[src/rtl/btn_cond.sv]
// -----------------------------------------------------------------------------
// btn_cond -- push-button conditioner for one front-panel button.
//
// Takes the raw, asynchronous button pad and turns it into clean control
// events for the stopwatch control FSM, all in the clk_dcm domain:
//   - a two-flop synchronizer,
//   - a debounce FSM that accepts a level change only after DEBOUNCE_CYCLES
//     consecutive stable synchronized samples,
//   - registered one-cycle press / release / long-press pulses and a stable
//     pressed level.
//
// Ports:
//   CLK            in   system clock (clk_dcm domain)
//   RESET          in   synchronous, active-high reset
//   BTN_RAW        in   raw asynchronous button pad
//   BTN_LEVEL      out  debounced level, 1 = pressed
//   PRESS_PULSE    out  one-cycle pulse on an accepted press
//   RELEASE_PULSE  out  one-cycle pulse on an accepted release
//   LONG_PULSE     out  one-cycle pulse once a press has been held
//                       LONG_PRESS_CYCLES cycles (once per press)
//
// Build option:
//   BTN_COND_AUTOREPEAT_EN  when defined, PRESS_PULSE re-fires every
//                           REPEAT_CYCLES cycles after LONG_PULSE while the
//                           button stays held. When undefined no repeat logic
//                           exists and PRESS_PULSE fires once per press.
// -----------------------------------------------------------------------------
`timescale 1ns/1ps

module btn_cond #(
  parameter int DEBOUNCE_CYCLES   = 16,
  parameter int LONG_PRESS_CYCLES = 1024,
  parameter int REPEAT_CYCLES     = 256,
  parameter bit ACTIVE_LOW        = 1'b1,
  parameter int CNT_W             = 16
) (
  input  logic CLK,
  input  logic RESET,
  input  logic BTN_RAW,
  output logic BTN_LEVEL,
  output logic PRESS_PULSE,
  output logic RELEASE_PULSE,
  output logic LONG_PULSE
);

  localparam logic [1:0] ST_RELEASED   = 2'd0;
  localparam logic [1:0] ST_PRESS_DB   = 2'd1;
  localparam logic [1:0] ST_HELD       = 2'd2;
  localparam logic [1:0] ST_RELEASE_DB = 2'd3;

  localparam logic [CNT_W-1:0] CNT_ONE   = CNT_W'(1);
  localparam logic [CNT_W-1:0] DB_LAST   = CNT_W'(DEBOUNCE_CYCLES - 1);
  localparam logic [CNT_W-1:0] HOLD_LAST = CNT_W'(LONG_PRESS_CYCLES - 1);
  localparam logic [CNT_W-1:0] HOLD_MAX  = CNT_W'(LONG_PRESS_CYCLES);
`ifdef BTN_COND_AUTOREPEAT_EN
  localparam logic [CNT_W-1:0] REP_LAST  = CNT_W'(REPEAT_CYCLES - 1);
`endif

  // Reject parameter sets the counters or the FSM cannot honour.
  if (DEBOUNCE_CYCLES < 2 || LONG_PRESS_CYCLES <= DEBOUNCE_CYCLES ||
      REPEAT_CYCLES < 1 || CNT_W < 2 || CNT_W > 30 ||
      ((1 << CNT_W) - 1) < LONG_PRESS_CYCLES ||
      ((1 << CNT_W) - 1) < REPEAT_CYCLES) begin : g_param_check
    $error("btn_cond: illegal parameter combination");
  end

  logic             s1;
  logic             s2;
  logic             btn_s;     // synchronized, polarity-normalized: 1 = pressed
  logic [1:0]       state;
  logic [CNT_W-1:0] db_cnt;    // debounce run length
  logic [CNT_W-1:0] hold_cnt;  // long-press timer, frozen while a release is debounced
`ifdef BTN_COND_AUTOREPEAT_EN
  logic [CNT_W-1:0] rep_cnt;   // auto-repeat period timer
`endif

  assign btn_s = s2 ^ ACTIVE_LOW;

  // NOTE: all state here is updated with non-blocking assignments so that every
  // register samples pre-edge values; s2 <= s1 must see the old s1 for the
  // synchronizer to be two stages deep.
  always_ff @(posedge CLK) begin
    if (RESET) begin
      // Synchronizer loads the released pad value so no phantom press appears.
      s1            <= ACTIVE_LOW;
      s2            <= ACTIVE_LOW;
      state         <= ST_RELEASED;
      db_cnt        <= '0;
      hold_cnt      <= '0;
      BTN_LEVEL     <= 1'b0;
      PRESS_PULSE   <= 1'b0;
      RELEASE_PULSE <= 1'b0;
      LONG_PULSE    <= 1'b0;
`ifdef BTN_COND_AUTOREPEAT_EN
      rep_cnt       <= '0;
`endif
    end else begin
      s1 <= BTN_RAW;
      s2 <= s1;

      // Pulses are low unless a transition below raises them for one cycle.
      PRESS_PULSE   <= 1'b0;
      RELEASE_PULSE <= 1'b0;
      LONG_PULSE    <= 1'b0;

      case (state)
        ST_RELEASED: begin
          if (btn_s) begin
            state  <= ST_PRESS_DB;
            db_cnt <= CNT_ONE;
          end
        end

        ST_PRESS_DB: begin
          if (!btn_s) begin
            state  <= ST_RELEASED;
            db_cnt <= '0;
          end else if (db_cnt == DB_LAST) begin
            state       <= ST_HELD;
            BTN_LEVEL   <= 1'b1;
            PRESS_PULSE <= 1'b1;
            db_cnt      <= '0;
            hold_cnt    <= '0;
          end else begin
            db_cnt <= db_cnt + CNT_ONE;
          end
        end

        ST_HELD: begin
          if (!btn_s) begin
            state  <= ST_RELEASE_DB;
            db_cnt <= CNT_ONE;
`ifdef BTN_COND_AUTOREPEAT_EN
            rep_cnt <= '0;
`endif
          end else begin
            // Saturating at HOLD_MAX guarantees a single LONG_PULSE per press.
            if (hold_cnt != HOLD_MAX) begin
              hold_cnt <= hold_cnt + CNT_ONE;
            end
            LONG_PULSE <= (hold_cnt == HOLD_LAST);
`ifdef BTN_COND_AUTOREPEAT_EN
            // Repeats start only once the long press has fired.
            if (hold_cnt == HOLD_MAX) begin
              if (rep_cnt == REP_LAST) begin
                PRESS_PULSE <= 1'b1;
                rep_cnt     <= '0;
              end else begin
                rep_cnt <= rep_cnt + CNT_ONE;
              end
            end
`endif
          end
        end

        ST_RELEASE_DB: begin
          if (btn_s) begin
            // Release bounce: hold_cnt was left untouched, so long-press
            // timing simply resumes.
            state  <= ST_HELD;
            db_cnt <= '0;
          end else if (db_cnt == DB_LAST) begin
            state         <= ST_RELEASED;
            BTN_LEVEL     <= 1'b0;
            RELEASE_PULSE <= 1'b1;
            db_cnt        <= '0;
            hold_cnt      <= '0;
          end else begin
            db_cnt <= db_cnt + CNT_ONE;
          end
        end

        default: state <= ST_RELEASED;
      endcase
    end
  end

endmodule

[config.mk]
export PLATFORM = sky130hd
export DESIGN_NAME = btn_cond
export DESIGN_NICKNAME = d
export VERILOG_FILES = /design/src/rtl/btn_cond.sv
export SDC_FILE = /design/constraint.sdc
export NUM_CORES = 1
export LEC_CHECK = 0
export BUFFER_PORTS_ARGS = -buffer_cell sky130_fd_sc_hd__buf_2
export CORE_ASPECT_RATIO = 1.4
export CORE_MARGIN = 2
export CORE_UTILIZATION = 55
export CTS_BUF_LIST = sky130_fd_sc_hd__clkbuf_16
export CTS_CLUSTER_SIZE = 20
export DETAILED_ROUTE_END_ITERATION = 8
export GPL_ROUTABILITY_DRIVEN = 0
export GPL_TIMING_DRIVEN = 1
export PLACE_DENSITY_LB_ADDON = 0.2
export SLEW_MARGIN = 10
export SYNTH_ARGS = -nofsm -noshare
export SYNTH_HDL_FRONTEND = slang
export SYNTH_SLANG_ARGS = --single-unit
[constraint.sdc]
create_clock -name CLK -period 3.45 [get_ports CLK]
set_input_delay 0.1725 -clock CLK [delete_from_list [all_inputs] [get_ports CLK]]
set_output_delay 0.1725 -clock CLK [all_outputs]
set_load 0.01 [all_outputs]
==> flow_summary.json, run 1 <==
{
  "vdd_drop_max_v": 0.0003316,
  "status": "completed",
  "yosysWarnings": 0,
  "slew_violations": 0,
  "start_kind": "flop",
  "synth_ff_type": "dfxtp_1",
  "clk_path_buf_depth": 2,
  "worstPathCellList": "ha_1, and3_1, and4_1, nor2_2, o21ai_0, a311oi_1",
  "coreArea_um2": 3709,
  "yosysTopAreaCell": "dfxtp_1",
  "syn-num-nets": 261,
  "critPathCaptureType": "flop",
  "path_class": "reg2reg",
  "post_cts_resized": 0,
  "hold_depth": 2,
  "dieArea_um2": 4431,
  "area_delta_synth_final_pct": 7.160,
  "numCtsBuffers": 5,
  "power_density_nw_per_um2": 408.1,
  "clk_pin_slew_ps": 60,
  "vias": 1938,
  "io_buffers": 6,
  "grt_pass1_wl_um": 8335,
  "hold_buffers": 0,
  "fill_cells": 351,
  "antenna_left": 0,
  "fmax_mhz": 426.7,
  "syn_inst": 255,
  "finalSetupTns_ps": 0,
  "hold_start": "BTN_RAW",
  "rr_worst_depth": 6,
  "dr.pass1.iters": 4,
  "yosysUniqueCellTypes": 49,
  "cts_sinks": 40,
  "insertion_delay_ps": 280,
  "setup_ws_ps": 1106,
  "worst_pin_slew_ps": 775.1,
  "track_usage": 0.2344,
  "final_nets": 262,
  "synth.area.top_cells": "dfxtp_1 (37%), nand2_1 (5.6%), a21oi_1 (4.9%)",
  "relSlewSlack": 0.4827,
  "rrSetupSlack_ps": 1110,
  "yosysTopAreaCellShare": 0.3725,
  "start_util": 0.5796,
  "ys_ff_latch": 40,
  "avgSynthCellArea_um2": 8.430,
  "slowest_stage": "nor2_2",
  "r2r-end": "db_cnt[9]$_SDFFE_PP0P_",
  "crit_arrival_ps": 2530,
  "grt-ovfl-total": 0,
  "ios": 7,
  "fin_crit_ps": 2344,
  "rsz0062_at_grt": "false",
  "antenna_found_initial": 0,
  "ctsHtreeMaxLevel": 2,
  "setup_viol": 0,
  "fin_crit_sh": 0.6794,
  "routed_via_density": 6.482,
  "hold_class": "in2reg",
  "rows": 26,
  "grt_max_degree": 24,
  "path_max_fanout": 22,
  "place_hpwl_um": 3232,
  "seq_area_frac_synth": 0.3725,
  "p_leak_nw": 0.7629,
  "synth_edf_count": 0,
  "drt_iter0_markers": 86,
  "die_w_um": 56.84,
  "r2r_start": "db_cnt[0]$_SDFFE_PP0P_",
  "syn_area_um2": 2150,
  "hold_violations": 0,
  "cpPeakStageDelay_ps": 670,
  "post-place-ws_ps": 1138,
  "wl_um": 4741,
  "skew_ps": 4.190,
  "die_h_um": 77.97,
  "drive_gt1_frac": 0.1012,
  "holdPathEnd": "s1$_SDFF_PP1_",
  "cts_tree": "done",
  "n_antenna_cell": 0,
  "grt_pass1_vias": 1823,
  "cts_root_buffer": "clkbuf_16",
  "async_flop_share": 0,
  "cap_viol_max_count": 0,
  "postCtsSetupBuffers": 0,
  "post_drt_wl_per_cell_um": 15.86,
  "cp.required_ps": 3640,
  "drc": 0
}
[worst max path at each step]
stage | depth (start not counted) | start | end
6_report | 6 | db_cnt[0]$_SDFFE_PP0P_ | db_cnt[9]$_SDFFE_PP0P_
5_1_grt | 6 | db_cnt[0]$_SDFFE_PP0P_ | db_cnt[12]$_SDFFE_PP0P_
4_1_cts | 6 | db_cnt[0]$_SDFFE_PP0P_ | db_cnt[9]$_SDFFE_PP0P_
3_5_place_dp | 6 | db_cnt[0]$_SDFFE_PP0P_ | db_cnt[12]$_SDFFE_PP0P_
3_3_place_gp | 6 | db_cnt[0]$_SDFFE_PP0P_ | db_cnt[12]$_SDFFE_PP0P_
2_1_floorplan | 8 | db_cnt[0]$_SDFFE_PP0P_ | db_cnt[12]$_SDFFE_PP0P_
[Yosys cell counts (2+ instances only)]
library cell / instances
nand2_1: 32
and4b_1: 2
buf_6: 3
and3_1: 5
nand4_1: 7
buf_2: 7
nand3_1: 10
o21ai_0: 9
o2111ai_1: 3
a211oi_1: 2
mux2i_1: 6
a311oi_1: 9
nor4_1: 7
dfxtp_1: 40
a41oi_1: 3
nor2_1: 14
nand4b_1: 2
nor3_1: 9
inv_1: 6
and2_1: 3
clkbuf_1: 3
and4_1: 5
ha_1: 3
or2_2: 3
a2111o_1: 7
a21oi_1: 21
nand2b_1: 8
o21ai_1: 5
[cells in the final DEF, fill, tap and decap left out, types with 2 or more instances in the layout]
| master | instances |
|---|---|
| a311oi_1 | 9 |
| nand4b_1 | 2 |
| or2_2 | 3 |
| and4_1 | 5 |
| and3_1 | 5 |
| nand3_1 | 10 |
| mux2i_1 | 6 |
| ha_1 | 3 |
| a21oi_1 | 21 |
| a211oi_1 | 2 |
| nand2b_1 | 8 |
| o21ai_0 | 9 |
| buf_2 | 6 |
| nand2_1 | 32 |
| nor3_1 | 9 |
| dfxtp_1 | 40 |
| inv_1 | 6 |
| a41oi_1 | 3 |
| a2111o_1 | 7 |
| and2_1 | 3 |
| and4b_1 | 2 |
| o2111ai_1 | 3 |
| nand4_1 | 7 |
| o21ai_1 | 5 |
| clkbuf_16 | 5 |
| nor4_1 | 7 |
| nor2_1 | 14 |
| clkinv_2 | 2 |
[state kept, by name, indices dropped and copies added (netlist names), named ones only]
register,cells
db_cnt,16
hold_cnt,16
BTN_LEVEL,1
LONG_PULSE,1
PRESS_PULSE,1
RELEASE_PULSE,1
s1,1
s2,1
state,1
[worst max-delay path, delay by kind of cell (launching register included)]
kind | cells | cell delay, ps
adder cells (fa/ha/maj) | 1 | 250
AO/OA/AOI/OAI | 2 | 500
flip-flops | 1 | 340
AND/OR/NAND/NOR | 3 | 1150
[kinds of logic after synthesis]
group	share of synthesized area
buffers and inverters	0.04773
adder cells (fa/ha/maj)	0.01746
multiplexers	0.02794
AO/OA/AOI/OAI	0.2247
flip-flops	0.3725
XOR/XNOR	0.01572
AND/OR/NAND/NOR	0.2940
[final cells by class]
type / instances / area [um2] / share of cell area
clock buffers: 5 / 125.1 / 0.05432
clock inverters: 3 / 18.77 / 0.008148
inverters: 6 / 22.52 / 0.009777
multi-input cells: 196 / 1246 / 0.5410
flip-flops and latches: 40 / 800.8 / 0.3476
well taps: 42 / 52.55 / 0.02281
repair buffers: 7 / 37.54 / 0.01630
[power by group]
part | internal, W | switching (W) | total [W]
sequential | 0.000464 | 0.00000247 | 0.000466
clock | 0.000266 | 0.000184 | 0.000450
combinational | 0.00000628 | 0.0000177 | 0.0000240
[layer usage]
layer | track usage | wire, um | up-vias | share of wire
li1 | - | - | 970 | -
met1 | 0.2841 | 2027 | 924 | 0.43
met2 | 0.4047 | 2497 | 38 | 0.53
met3 | 0.04833 | 162 | 6 | 0.034
met4 | 0.08372 | 53 | 0 | 0.011
met5 | 0 | 0 | - | 0
[per-stage QoR]
stage	utilization	cell area (um2)	instances	hold WS, ps	total power [W]
2_1_floorplan	-	2150	255	276.3	0.0004938
3_3_place_gp	0.5823	2160	291	358.4	0.0005003
3_5_place_dp	0.5823	2160	291	359.9	0.0005007
4_1_cts	0.6211	2303	299	64.50	0.0009538
5_1_grt	0.6211	2303	299	74.81	0.0009749
6_report	0.6211	2303	299	71.00	0.0009401
No activity file was read; power rests on OpenSTA's default activity.
==> inputs of run 2 (changes only) <==
clock period = 2.4 ns   (was 3.45 ns; I/O delays follow)
==> run 2 against run 1 <==
Against the previous run: maximum frequency increased by 12%; total power grew 52%; design area rose by 1.5%; utilization increased by 0.91 points; critical path type unchanged; largest cell class unchanged.
==> flow_summary.json, run 2 (same netlist as run 1, synthesis figures left out) <==
{
  "cts_root_buffer": "clkbuf_16",
  "clk_pin_slew_ps": 60,
  "ios": 7,
  "holdPathEnd": "s1$_SDFF_PP1_",
  "crit_arrival_ps": 2290,
  "largestRegisters": "db_cnt (16), hold_cnt (16)",
  "rrSetupSlack_ps": 320,
  "drt_iter0_markers": 67,
  "cap_viol_max_count": 0,
  "p_int_w": 0.001159,
  "io_buffers": 6,
  "switchingPower_w": 0.0002743,
  "worst_pin_slew_ps": 739.2,
  "use_met3": 0.04500,
  "start_kind": "flop",
  "hold_class": "in2reg",
  "dr.pass1.iters": 4,
  "cts_tree": "done",
  "hold_start": "BTN_RAW",
  "fill_cells": 336,
  "rr_worst_depth": 6,
  "grt.met1_usage": 0.2620,
  "start_util": 0.5796,
  "pwr-share-seq": 0.468,
  "r2r-end": "hold_cnt[3]$_SDFFE_PP0P_",
  "grt_most_used_layer": "met2",
  "drive_gt1_frac": 0.1004,
  "grt-ovfl-total": 0,
  "ctsHtreeMaxLevel": 2,
  "die_h_um": 77.97,
  "setup_viol": 0,
  "pwr-share-clk": 0.508,
  "hold_violations": 0,
  "status": "completed",
  "antenna_found_initial": 0,
  "dieArea_um2": 4431,
  "vdd_drop_max_v": 0.0004751,
  "fin_crit_sh": 0.8682,
  "n_antenna_cell": 0,
  "hold_buffers": 0,
  "slew_violations": 0,
  "path_max_fanout": 17,
  "cts_sinks": 40,
  "path_class": "reg2reg",
  "rows": 26,
  "power_density_nw_per_um2": 613.2,
  "relSlewSlack": 0.5072,
  "swShare": 0.1914,
  "post_cts_resized": 0,
  "p_comb_frac": 0.024,
  "routed_via_density": 6.392,
  "antenna_left": 0,
  "track_usage": 0.2206,
  "grt_max_degree": 24,
  "postCtsSetupBuffers": 0,
  "numCtsBuffers": 5,
  "place_hpwl_um": 3216,
  "hold_depth": 2,
  "fin_util": 0.6302,
  "skew_ps": 5.685,
  "cp.required_ps": 2610,
  "layout_common_cells": "dfxtp_1 (40), nand2_1 (32), a21oi_1 (21), nor2_1 (14), nand3_1 (10)",
  "insertion_delay_ps": 280,
  "grt_pass1_vias": 1748,
  "clk_path_buf_depth": 2,
  "fmax_mhz": 479.9,
  "area_delta_synth_final_pct": 8.731,
  "coreArea_um2": 3709,
  "fin_crit_ps": 2084,
  "critPathCaptureType": "flop",
  "met2_usage": 0.3767,
  "drc": 0,
  "p_leak_nw": 0.7779,
  "wl_um": 4617,
  "vias": 1924,
  "finalSetupTns_ps": 0,
  "post_drt_wl_per_cell_um": 15.34,
  "die_w_um": 56.84,
  "final_common_cell": "dfxtp_1",
  "rsz0062_at_grt": "false",
  "final_nets": 264,
  "r2r_start": "db_cnt[0]$_SDFFE_PP0P_",
  "grt_pass1_wl_um": 7831
}
==> run 2: critical path, cell delays in order (launching register included) <==
cell and delay [ps]:
dfxtp_1 340, ha_1 240, and3_1 200, and4_1 290
a21oi_2 660, nand2_1 140, o21ai_1 140
==> run 2: worst max path at each step <==
stage                           startpoint                       end  depth (start not counted)
floorplan           db_cnt[0]$_SDFFE_PP0P_   db_cnt[12]$_SDFFE_PP0P_                          8
global placement    db_cnt[0]$_SDFFE_PP0P_  hold_cnt[3]$_SDFFE_PP0P_                          6
detailed placement  db_cnt[0]$_SDFFE_PP0P_  hold_cnt[3]$_SDFFE_PP0P_                          6
CTS                 db_cnt[0]$_SDFFE_PP0P_  hold_cnt[3]$_SDFFE_PP0P_                          6
global route        db_cnt[0]$_SDFFE_PP0P_  hold_cnt[9]$_SDFFE_PP0P_                          6
finish              db_cnt[0]$_SDFFE_PP0P_  hold_cnt[3]$_SDFFE_PP0P_                          6
==> run 2: final cells by class <==
| type | instances | area (um2) | share of cell area |
|---|---|---|---|
| inverter | 6 | 22.52 | 0.009636 |
| clock inverter | 3 | 37.54 | 0.01606 |
| tap | 42 | 52.55 | 0.02248 |
| sequential | 40 | 800.8 | 0.3426 |
| timing repair buffer | 9 | 52.55 | 0.02248 |
| multi-input combinational | 196 | 1246 | 0.5332 |
| clock buffer | 5 | 125.1 | 0.05353 |
==> run 2: power by group through the flow <==
stage / Combinational (W) / Clock (W) / Sequential [W]
floorplan: 0.0000257 / 0 / 0.000684
global placement: 0.0000337 / 0 / 0.000685
detailed placement: 0.0000342 / 0 / 0.000685
CTS: 0.0000342 / 0.000744 / 0.000671
global route: 0.0000377 / 0.000773 / 0.000671
finish: 0.0000341 / 0.000728 / 0.000671
==> run 2: per-stage QoR <==
step	hold WS [ps]	cells	total power, W	instance area, um2	worst slack [ps]
2_1_floorplan	223.8	255	0.0007099	2150	634.0
3_3_place_gp	302.0	293	0.0007187	2175	388.3
3_5_place_dp	320.1	293	0.0007195	2175	362.2
4_1_cts	28.62	301	0.001449	2337	341.3
5_1_grt	29.96	301	0.001482	2337	179.9
6_report	30.56	301	0.001433	2337	316.3
==> run 2: metal layers <==
layer / part of all wire / vias up / routed length (um)
met5: 0 / - / 0
met4: 0.021 / 0 / 98
met3: 0.034 / 11 / 159
met2: 0.51 / 39 / 2335
met1: 0.44 / 908 / 2023
li1: - / 966 / -
==> inputs of run 3 (changes only) <==
RECOVER_POWER = 100   (was unset)
REMOVE_ABC_BUFFERS = 1   (was unset)
==> run 3 against run 2 <==
Against the previous run: maximum frequency down 1.4%; highest routed layer unchanged; largest power group unchanged; final cell count down 0.33%; clock power up 2%; via count up 2.1%; design area down 0.54%; combinational power down 1%; first-iteration DRC count up 130%; utilization down 0.34 points; die area unchanged.
==> flow_summary.json, run 3 (same netlist as run 1, synthesis figures left out) <==
{
  "die_h_um": 77.97,
  "swShare": 0.1988,
  "insertion_delay_ps": 280,
  "post_cts_resized": 0,
  "hold_class": "in2reg",
  "p_leak_nw": 0.7523,
  "worst_pin_slew_ps": 1046,
  "hold_buffers": 0,
  "rsz0062_at_grt": "false",
  "dr.pass1.iters": 4,
  "postCtsSetupBuffers": 0,
  "ctsHtreeMaxLevel": 2,
  "skew_ps": 4.475,
  "numCtsBuffers": 5,
  "place_hpwl_um": 3171,
  "setup_ws_ps": 287.0,
  "cpPeakStageDelay_ps": 670,
  "rrSetupSlack_ps": 290,
  "multi_input_area_um2": 1246,
  "io_buffers": 6,
  "routed_via_density": 6.550,
  "pwr-share-seq": 0.463,
  "power_density_nw_per_um2": 622.8,
  "grt.met1_usage": 0.2640,
  "fmax_mhz": 473.3,
  "status": "completed",
  "coreArea_um2": 3709,
  "grt_pass1_vias": 1720,
  "largestRegisters": "db_cnt (16), hold_cnt (16)",
  "wl_um": 4723,
  "drc": 0,
  "antenna_left": 0,
  "grt_most_used_layer": "met2",
  "pwr-share-clk": 0.514,
  "use_met3": 0.04667,
  "dieArea_um2": 4431,
  "ios": 7,
  "whs_ps": 17.46,
  "relSlewSlack": 0.3027,
  "fin_cells": 300,
  "post-place-ws_ps": 288.1,
  "slew_violations": 0,
  "fin_crit_ps": 2113,
  "start_util": 0.5796,
  "setup_viol": 0,
  "hold_start": "BTN_RAW",
  "cts_root_buffer": "clkbuf_16",
  "switchingPower_w": 0.0002878,
  "final_common_cell": "dfxtp_1",
  "grt-ovfl-total": 0,
  "fill_cells": 329,
  "grt_pass1_wl_um": 8017,
  "cts_sinks": 40,
  "finalSetupTns_ps": 0,
  "clk_path_buf_depth": 2,
  "critPathTopFamily": "compound AO/OA/AOI/OAI gates",
  "hold_violations": 0,
  "cap_viol_max_count": 0,
  "crit_arrival_ps": 2330,
  "crit_cells": 6,
  "vdd_drop_max_v": 0.0005780,
  "grt_max_degree": 24,
  "clk_pin_slew_ps": 60,
  "place_inst": 292,
  "fin_crit_sh": 0.8804,
  "layout_common_cells": "dfxtp_1 (40), nand2_1 (32), a21oi_1 (21), nor2_1 (14), o21ai_0 (13)",
  "cts_tree": "done",
  "rows": 26,
  "worstPathCellList": "ha_1, and3_1, and4_1, a21oi_2, nand2_1, mux2i_1",
  "cp.required_ps": 2610,
  "track_usage": 0.2278,
  "p_int_w": 0.001160,
  "final_nets": 263,
  "seqCellArea_um2": 800.8,
  "n_antenna_cell": 0,
  "antenna_found_initial": 0,
  "r2r_start": "db_cnt[0]$_SDFFE_PP0P_",
  "met2_usage": 0.3942,
  "worst-path-buf-inv": 0,
  "start_kind": "flop",
  "p_comb_frac": 0.023,
  "die_w_um": 56.84,
  "drive_gt1_frac": 0.07752,
  "drt_iter0_markers": 153,
  "crit_end": "hold_cnt[10]$_SDFFE_PP0P_",
  "path_class": "reg2reg",
  "slowest_stage": "a21oi_2",
  "path_max_fanout": 17,
  "r2r-end": "hold_cnt[10]$_SDFFE_PP0P_",
  "cp-startpoint": "db_cnt[0]$_SDFFE_PP0P_",
  "area_delta_synth_final_pct": 8.149,
  "rr_worst_depth": 6,
  "post_drt_wl_per_cell_um": 15.74,
  "vias": 1965,
  "critPathCaptureType": "flop"
}
## run 3: worst min path at each step
stage	to	depth (start not counted)	slack, ps
finish	s1$_SDFF_PP1_	2	20
global route	s1$_SDFF_PP1_	2	30
CTS	s1$_SDFF_PP1_	2	20
detailed placement	s1$_SDFF_PP1_	2	310
global placement	s1$_SDFF_PP1_	2	300
floorplan	db_cnt[4]$_SDFFE_PP0P_	1	190
## run 3: power by group through the flow
stage	sequential, W	clock [W]	combinational (W)
floorplan	0.000684	0	0.0000199
global placement	0.000685	0	0.0000338
detailed placement	0.000685	0	0.0000342
CTS	0.000670	0.000755	0.0000342
global route	0.000670	0.000780	0.0000372
finish	0.000671	0.000744	0.0000336
## run 3: through the flow
| stage | utilization | power [W] | area, um2 |
|---|---|---|---|
| floorplan | - | 0.0007040 | 2069 |
| global placement | 0.5843 | 0.0007189 | 2167 |
| detailed placement | 0.5843 | 0.0007193 | 2167 |
| CTS | 0.6285 | 0.001459 | 2331 |
| global route | 0.6269 | 0.001488 | 2325 |
| finish | 0.6269 | 0.001448 | 2325 |
## run 3: cell type report
| type | instances | share of cell area |
|---|---|---|
| clock buffer | 5 | 0.05382 |
| clock inverter | 3 | 0.01668 |
| inverter | 6 | 0.009688 |
| multi-input combinational | 196 | 0.5361 |
| sequential | 40 | 0.3445 |
| tap | 42 | 0.02260 |
| timing repair buffer | 8 | 0.01668 |
## run 3: per-layer routing
layer,vias to the layer above,wire length (um)
li1,972,-
met3,7,208
met5,-,0
met1,937,2004
met4,0,78
met2,49,2431
